`config.mk`:
```
export PLATFORM = sky130hd
export DESIGN_NAME = pht_update_scheduler
export DESIGN_NICKNAME = d
export VERILOG_FILES = /design/src/rtl/pht_update_scheduler.sv
export SDC_FILE = /design/constraint.sdc
export NUM_CORES = 2
export LEC_CHECK = 0
export CAP_MARGIN = 10
export CORE_AREA = 2 2 580 582
export DETAILED_ROUTE_END_ITERATION = 16
export DIE_AREA = 0 0 582 584
export DONT_BUFFER_PORTS = 1
export HOLD_SLACK_MARGIN = 0.08
export PLACE_DENSITY_LB_ADDON = 0.05
export SYNTH_ARGS = -nofsm -noshare
export SYNTH_HDL_FRONTEND = slang
export SYNTH_SLANG_ARGS = --single-unit
```
`constraint.sdc`:
```
create_clock -name clk -period 49 [get_ports clk]
set_input_delay 4.9 -clock clk [delete_from_list [all_inputs] [get_ports clk]]
set_output_delay 4.9 -clock clk [all_outputs]
set_load 0.1 [all_outputs]
```
`src/rtl/pht_update_scheduler.sv`:
```
// pht_update_scheduler
//   Owns a single-ported table of 2-bit saturating counters (2^IWIDTH entries)
//   used as pattern-history storage for the frontend branch predictor. The one
//   table port is shared between same-cycle frontend lookups and retire-time
//   updates. Updates wait in a small FIFO. After reset, and on request, a clear
//   walk rewrites every counter to weak-not-taken (2'b01).
//
// Ports
//   clk, reset        : clock and asynchronous active-high reset
//   en                : pipeline enable; when low, no state changes
//   clear             : one-cycle request to flush the queue and re-clear the table
//   lookup_valid/index/fallback, lookup_pred
//                     : prediction request and its combinational answer
//   upd_valid/index/taken, upd_ready
//                     : resolved-branch update handshake into the queue
//   busy              : clear walk in progress (this is exactly state == CLEAR)
//   q_level           : queue occupancy
//   fallback_count    : saturating count of lookups answered by fallback due to
//                       a forced drain
//
// Update handshake: an update transfers on any cycle where upd_valid and
// upd_ready are both high. upd_ready never depends on upd_valid. Once it is
// accepted, the entry is applied in FIFO order on a later cycle.

module pht_update_scheduler #(
    parameter int IWIDTH = 10,
    parameter int QDEPTH = 4
) (
    input  logic                     clk,
    input  logic                     reset,
    input  logic                     en,
    input  logic                     clear,
    input  logic                     lookup_valid,
    input  logic [IWIDTH-1:0]        lookup_index,
    input  logic                     lookup_fallback,
    output logic                     lookup_pred,
    input  logic                     upd_valid,
    input  logic [IWIDTH-1:0]        upd_index,
    input  logic                     upd_taken,
    output logic                     upd_ready,
    output logic                     busy,
    output logic [$clog2(QDEPTH):0]  q_level,
    output logic [15:0]              fallback_count
);

    localparam int PW   = $clog2(QDEPTH);
    localparam int LW   = PW + 1;
    localparam int EW   = IWIDTH + 1;
    localparam int NENT = 1 << IWIDTH;
    localparam logic [LW-1:0] FULL_LVL = LW'(QDEPTH);
    localparam logic [1:0]    CLR_VAL  = 2'b01;

    typedef enum logic {
        ST_CLEAR = 1'b0,
        ST_RUN   = 1'b1
    } state_t;

    state_t              state_q, state_d;
    logic [IWIDTH-1:0]   clr_ptr_q, clr_ptr_d;
    logic [PW-1:0]       head_q, head_d;
    logic [PW-1:0]       tail_q, tail_d;
    logic [LW-1:0]       level_q, level_d;
    logic [15:0]         fb_cnt_q, fb_cnt_d;

    logic [EW-1:0]       queue_q [QDEPTH];
    logic [1:0]          table_q [NENT];

    logic                full, empty, in_run, act_run;
    logic                push, pop, forced;
    logic [EW-1:0]       head_entry;
    logic [IWIDTH-1:0]   h_idx;
    logic                h_taken;
    logic [1:0]          h_cnt, h_cnt_upd;
    logic                tbl_we;
    logic [IWIDTH-1:0]   tbl_waddr;
    logic [1:0]          tbl_wdata;

    assign full    = (level_q == FULL_LVL);
    assign empty   = (level_q == '0);
    assign in_run  = (state_q == ST_RUN);
    // A RUN cycle that actually grants the port; a clear in the same cycle
    // discards any push or pop.
    assign act_run = in_run & en & ~clear;

    assign upd_ready = in_run & en & ~full;
    assign push      = upd_valid & upd_ready & ~clear;
    // A lookup normally wins the port; when the queue is full it is answered
    // by fallback so the head can drain and the queue cannot deadlock.
    assign forced    = act_run & full & lookup_valid;
    assign pop       = forced | (act_run & ~lookup_valid & ~empty);

    assign busy           = (state_q == ST_CLEAR);
    assign q_level        = level_q;
    assign fallback_count = fb_cnt_q;

    always_comb begin
        lookup_pred = lookup_fallback;
        if (in_run && lookup_valid && !full) begin
            lookup_pred = table_q[lookup_index][1];
        end
    end

    // Head read-modify-write: saturating counter step.
    always_comb begin
        head_entry = queue_q[head_q];
        h_idx      = head_entry[EW-1:1];
        h_taken    = head_entry[0];
        h_cnt      = table_q[h_idx];
        h_cnt_upd  = h_cnt;
        if (h_taken) begin
            if (h_cnt != 2'd3) h_cnt_upd = h_cnt + 2'd1;
        end else begin
            if (h_cnt != 2'd0) h_cnt_upd = h_cnt - 2'd1;
        end
    end

    // Table write port: the clear walk and the queue drain never overlap
    // because they happen in different states.
    always_comb begin
        tbl_we    = 1'b0;
        tbl_waddr = '0;
        tbl_wdata = CLR_VAL;
        if (!in_run && en && !clear) begin
            tbl_we    = 1'b1;
            tbl_waddr = clr_ptr_q;
            tbl_wdata = CLR_VAL;
        end else if (pop) begin
            tbl_we    = 1'b1;
            tbl_waddr = h_idx;
            tbl_wdata = h_cnt_upd;
        end
    end

    always_comb begin
        state_d   = state_q;
        clr_ptr_d = clr_ptr_q;
        head_d    = head_q;
        tail_d    = tail_q;
        level_d   = level_q;
        fb_cnt_d  = fb_cnt_q;
        if (en) begin
            case (state_q)
                ST_CLEAR: begin
                    if (clear) begin
                        clr_ptr_d = '0;
                    end else begin
                        clr_ptr_d = clr_ptr_q + 1'b1;
                        if (clr_ptr_q == '1) state_d = ST_RUN;
                    end
                end
                default: begin
                    if (clear) begin
                        state_d   = ST_CLEAR;
                        clr_ptr_d = '0;
                        head_d    = '0;
                        tail_d    = '0;
                        level_d   = '0;
                    end else begin
                        if (push) tail_d = tail_q + 1'b1;
                        if (pop)  head_d = head_q + 1'b1;
                        level_d = level_q + {{PW{1'b0}}, push} - {{PW{1'b0}}, pop};
                        if (forced && fb_cnt_q != 16'hFFFF) fb_cnt_d = fb_cnt_q + 16'd1;
                    end
                end
            endcase
        end
    end

    always_ff @(posedge clk or posedge reset) begin
        if (reset) begin
            state_q   <= ST_CLEAR;
            clr_ptr_q <= '0;
            head_q    <= '0;
            tail_q    <= '0;
            level_q   <= '0;
            fb_cnt_q  <= '0;
        end else begin
            state_q   <= state_d;
            clr_ptr_q <= clr_ptr_d;
            head_q    <= head_d;
            tail_q    <= tail_d;
            level_q   <= level_d;
            fb_cnt_q  <= fb_cnt_d;
        end
    end

    // Storage arrays carry no reset: the queue is guarded by the pointers and
    // the table is rewritten by the clear walk that follows every reset.
    always_ff @(posedge clk) begin
        if (push) queue_q[tail_q] <= {upd_index, upd_taken};
    end

    always_ff @(posedge clk) begin
        if (tbl_we) table_q[tbl_waddr] <= tbl_wdata;
    end

endmodule
```
* Word level (Yosys, flattened, before mapping)
Memories as Yosys holds them, arrays and structs flattened. Cells that the tools add are included. Widths: inputs -> output; s select.
Operators by class: muxes and demuxes 26, bitwise operators 15, reductions and logical operators 17, equality and inequality tests 5, $add $sub $neg 8
Operators with widths (number):
- $mux 10 | 5
- $mux 2 | 9
- $add 16x1->16 const B | 1
- $ne 16x16->1 const B | 1
- $mux 1 | 11
- $add 10x1->10 const B | 1
- $eq 10x10->1 const B | 1
- $and 1x1->1 | 9
- $add 2x1->2 const B | 3
- $reduce_and 3->1 | 2
- $reduce_bool 2->1 | 3
- $logic_and 1x1->1 | 5
- $not 1->1 | 5
- $ne 2x2->1 const B | 2
- $reduce_and 2->1 | 2
- $reduce_and 4->1 | 1
- $add 3x1->3 | 1
- $eq 3x3->1 const B | 1
- $logic_not 1->1 | 3
- $logic_not 3->1 | 1
- $mux 3 | 1
- $sub 3x1->3 | 1
- $sub 2x1->2 const B | 1
- $or 1x1->1 | 1
Storage, ports and cells: input port bits 28, bits in writable memories 2092, register bits 34, memories 2, word-level logic and storage cells 79
Memories:
- table_q | depth 1024, bits a word 2, read ports 2, clocked after memory_dff 0, write ports 1, line 66 | logic [1:0] table_q [NENT];
- queue_q | depth 4, bits a word 11, read ports 1, clocked after memory_dff 0, write ports 1, line 65 | logic [EW-1:0] queue_q [QDEPTH];

* Longest topological paths before layout
word-level depth 9, gate-level depth with buffers 18

* Worst setup path after synthesis
Ideal clock, no wire load.
kind input to register, start input lookup_valid, end memory table_q[0][1] (data pin), cell stages on the path 4, setup slack -5.911 ns, data required time 40.701 ns, buffers on the path 1, data arrival time 46.613 ns, path through o21ai_0 nand2_1 clkbuf_1 o31ai_1
Between the ends: longest elaborated chain between the ends 6, elaborated cells on any way between the ends 7, those cells by class mux: 2; bitwise: 5
Ends and longest elaborated chain:
- start, declared | line 33 | input logic lookup_valid,
- $not 1->1 | line 90 | assign pop = forced | (act_run & ~lookup_valid & ~empty);
- $and 1x1->1 (2 in series) | line 90
- $or 1x1->1 (*) | line 90
- $mux 2 (*) | line 127 | end else if (pop) begin
- $mux 2 (*) | line 123 | if (!in_run && en && !clear) begin
- via tbl_wdata[1] | line 76 | logic [1:0] tbl_wdata;
- end, declared | line 66
The timed path passes the listed nets; every way through them passes the cells marked *.

* Final worst setup path
start input lookup_index[0], end output lookup_pred
Between the ends: longest elaborated chain between the ends 2
Ends and longest elaborated chain:
- start, declared | line 34 | input logic [IWIDTH-1:0] lookup_index,
- $mem_v2 1024x2
- $mux 1 | line 98 | if (in_run && lookup_valid && !full) begin
- end, declared | line 36 | output logic lookup_pred,
Every way passes these cells.

==> metrics.md <==
| Metric | Value |
|---|---|
| Status | completed |
| Fin Setup TNS | 0 ns |
| DIE AREA | around 340000 um^2 |
| Slew @ Worst Pin | 1.492 ns |
| FFs w/ async S/R, synth | around 1.6% |
| DP HPWL | between 200 and 250 mm |
| Cell Rows | between 200 and 250 |
| Synthesis-stage register bit count | approximately 2.1k |
| Hold/Removal Path Class | reg2reg |
| Final non-filler cell total | 10.97k |
| Worst slack, placed | between 30 and 40 ns |
| Drt pass-1 iters | 6 |
| Top fanout value on the critical path | 107 |
| Pleak | between 0.03 and 0.04 uW |
| Peak supply drop | 0.00002221 V |
| Die width | ~580 um |
| Fillers | around 32k |
| Share of layout cells above drive strength 1 | a little under a fifth |
| Core ar. | 332900 um^2 |
| Top FF cell, synth | edfxtp_1 |
| Max Cap Violations | 0 |
| Fin. max-slew vios | 0 |
| Crit path DAT | around 10 ns |
| # hold bufs at CTS | 0 |
| Crit Path Class | in2out |
| Multi-input logic area | between 30000 and 40000 um^2 |
| Largest net degree at the start of global routing | ~260 |
| Die height | about 580 um |
| Iteration-0 DRC Markers | about 6.5k |
| Post-Route WL | roughly 420 mm |
| Routability cong. | 0.7887 |
| Final count of hold timing violations | 0 |
| Fin nets | 6425 |
| Worst Path Required | about 44 ns |
| Clock Tree Root | clkbuf_16 |
| Worst Skew | around 0.037 ns |
| Min cycle time layout | 15.13 ns |
| Total GRT Usage | 24.06% |
| Power after layout | between 3000 and 4000 uW |
| Port-buffer cells | 0 |
| CP Capture Type | primary output |
| Cts bufs inserted | ~270 |
| Post-route DRC | 0 |
| Final worst path period share | around 31% |
| Via Count | approximately 60k |
| Post-synth EDFFs | 2092 |
| Placed cell area | just over 100000 um^2 |
| First-pass GRT wire length | around 560 mm |
| Sinks on Clock Net | roughly 2.1k |
| Post-CTS setup repair buffer count | 0 |
| Vias in the first global route | approximately 61k |
| Synth Net Count | between 6k and 7k |
| RSZ-0062 raised after global routing | no |
| Mapped cell area | about 96000 um^2 |
| Num ports | 50 |
| Total number of yosys warnings | 0 |
| Final ANT Viol Nets | 0 |
| Syn avg cell area | around 15 um^2 |
| Routed len/inst | approximately 38 um |
| PD cells | roughly 36 nW/um^2 |
| CTS max path bufs | 4 |
| Initial antenna violation count | 47 |
| H-tree levels | 5 |
| Synth cell types | 68 |
| Grt ovf | 0 |
| Initial Util | 28.92% |
| Startpoint Class | primary input |
| Clk_lat worst skew | 0.91 ns |
| DR vias/cell | ~5.6 |
| Area growth from synthesis to layout | 14.12% |
| Relative slew slack | 0.5272% |
| Reg area | between 60000 and 70000 um^2 |
| CTS tree | done |
| Gate Count Post-Synth | between 6k and 7k |
| Cts repair resizes | 0 |
| Setup violations, final | 0 |
| Register clock-pin slew on the reported worst setup and hold paths | around 0.06 ns |
| Setup ws final | roughly 34 ns |
| F_max | roughly 66 MHz |
| Finished layout cell area | ~110000 um^2 |
| Placed instance count | about 11k |
| Sequential share of the synthesized area | approximately 66% |
-- routing by layer --
metal	vias to the layer above	GRT usage (%)	share of wire (%)	routed length, um
met2	2242	39.17	47	196600
met5	-	0	0.077	319
met3	457	3.320	5.4	22590
met1	33450	33.71	45	185200
met4	6	6.309	2.7	11290
li1	25060	-	-	-
-- final cells by class --
type,instances,area share [%]
antenna,9,0.02050
inverter,24,0.08201
tap,4387,4.997
multi-input combinational,3771,28.03
timing repair buffer,198,1.503
sequential,2126,57.96
clock inverter,106,0.7438
clock buffer,353,6.664
-- state kept, by name, indices dropped and copies added, names as in the netlist --
register,cells
table_q,2048
queue_q,44
fallback_count,16
clr_ptr_q,10
q_level,3
head_q,2
tail_q,2
in_run,1
-- worst max-delay path, stage by stage --
cell    delay, ns
buf_16       0.61
buf_16       0.68
mux4_2       0.62
mux4_2       0.57
mux4_2       0.57
mux4_2       0.65
mux4_2       0.65
mux2_2       0.54
-- metrics by stage --
step	hold WS (ns)	util (%)
2_1_floorplan	0.4937	-
3_3_place_gp	0.5299	30.53
3_5_place_dp	0.5262	30.53
4_1_cts	0.5344	32.98
5_1_grt	0.5727	32.99
6_report	0.5435	33.00
-- power breakdown --
part	internal (uW)	switching, uW	total [uW]	leakage (uW)
Clock	1110	805	1910	0.00398
Combinational	14.3	18.8	33.1	0.00926
Sequential	1970	0.712	1970	0.0203
-- path summary, 6_finish.rpt --
kind / start / endpoint / slack [ns] / depth (start not counted)
max: lookup_index[0] / lookup_pred / 33.87 / 8
min: clr_ptr_q[7]$_DFFE_PP0P_ / clr_ptr_q[7]$_DFFE_PP0P_ / 0.54 / 1
max reg2reg: head_q[1]$_DFFE_PP0P_ / table_q[521][1]$_DFFE_PP_ / 38.03 / 20
min reg2reg: clr_ptr_q[7]$_DFFE_PP0P_ / clr_ptr_q[7]$_DFFE_PP0P_ / 0.54 / 1
max in group asynchronous: reset / fallback_count[8]$_DFFE_PP0P_ / 44.64 / 2
min in group asynchronous: reset / clr_ptr_q[3]$_DFFE_PP0P_ / 4.03 / 2
-- kinds of logic (layout without fill, tap and decap cells) --
kind of cell    count (synthesis)  in the layout  synth area share, %
flops                        2126           2126                66.15
simple gates                 2144           2144                9.162
fa+ha+maj                       9              9               0.1248
compound gates                708            708                5.290
mux                           894            894                16.59
xor+xnor                       16             16               0.1456
buf+inv                       584            681                2.539
other cells                     0              9                    0
-- cell usage in the layout (no fill, tap or decap), types with 69 or more instances in the layout --
cell / instances
nor2_1: 1081
edfxtp_1: 2092
buf_4: 186
clkbuf_1: 69
a21oi_1: 96
o21ai_0: 71
nand3_1: 84
a211oi_1: 126
clkbuf_16: 280
mux2i_1: 301
nor2b_1: 95
a22oi_1: 73
mux4_2: 554
nand2_1: 660
-- cells in the mapped netlist, types with 6 or more instances --
library cell | count | area share, %
a21o_1 | 7 | 0.055
a211oi_1 | 127 | 0.99
edfxtp_1 | 2092 | 65
a32oi_1 | 30 | 0.27
dfrtp_1 | 34 | 0.88
ha_1 | 8 | 0.10
o221ai_1 | 9 | 0.082
nor4_1 | 22 | 0.14
a41oi_1 | 8 | 0.073
o2111ai_1 | 9 | 0.082
nand2_1 | 696 | 2.7
a22oi_1 | 74 | 0.58
mux4_2 | 558 | 13
xor2_1 | 7 | 0.064
buf_2 | 141 | 0.73
o211ai_1 | 19 | 0.15
inv_1 | 24 | 0.094
and2_1 | 17 | 0.11
a31oi_1 | 51 | 0.33
a21oi_1 | 99 | 0.51
buf_4 | 18 | 0.14
nor2b_1 | 101 | 0.66
a221oi_1 | 23 | 0.21
xnor2_1 | 9 | 0.082
nand4_1 | 29 | 0.19
or4_1 | 7 | 0.055
o21ai_0 | 71 | 0.37
mux2_2 | 34 | 0.40
o22ai_1 | 29 | 0.19
nand2b_1 | 11 | 0.071
buf_1 | 87 | 0.34
nor3_1 | 33 | 0.17
mux2i_1 | 302 | 3.1
clkbuf_1 | 313 | 1.2
a311o_1 | 17 | 0.18
a311oi_1 | 66 | 0.60
and2_0 | 6 | 0.039
nor2_1 | 1087 | 4.2
nand3_1 | 84 | 0.44
and3_1 | 45 | 0.29
a32o_1 | 12 | 0.12
Note: power is estimated with default switching activity, not from simulation.
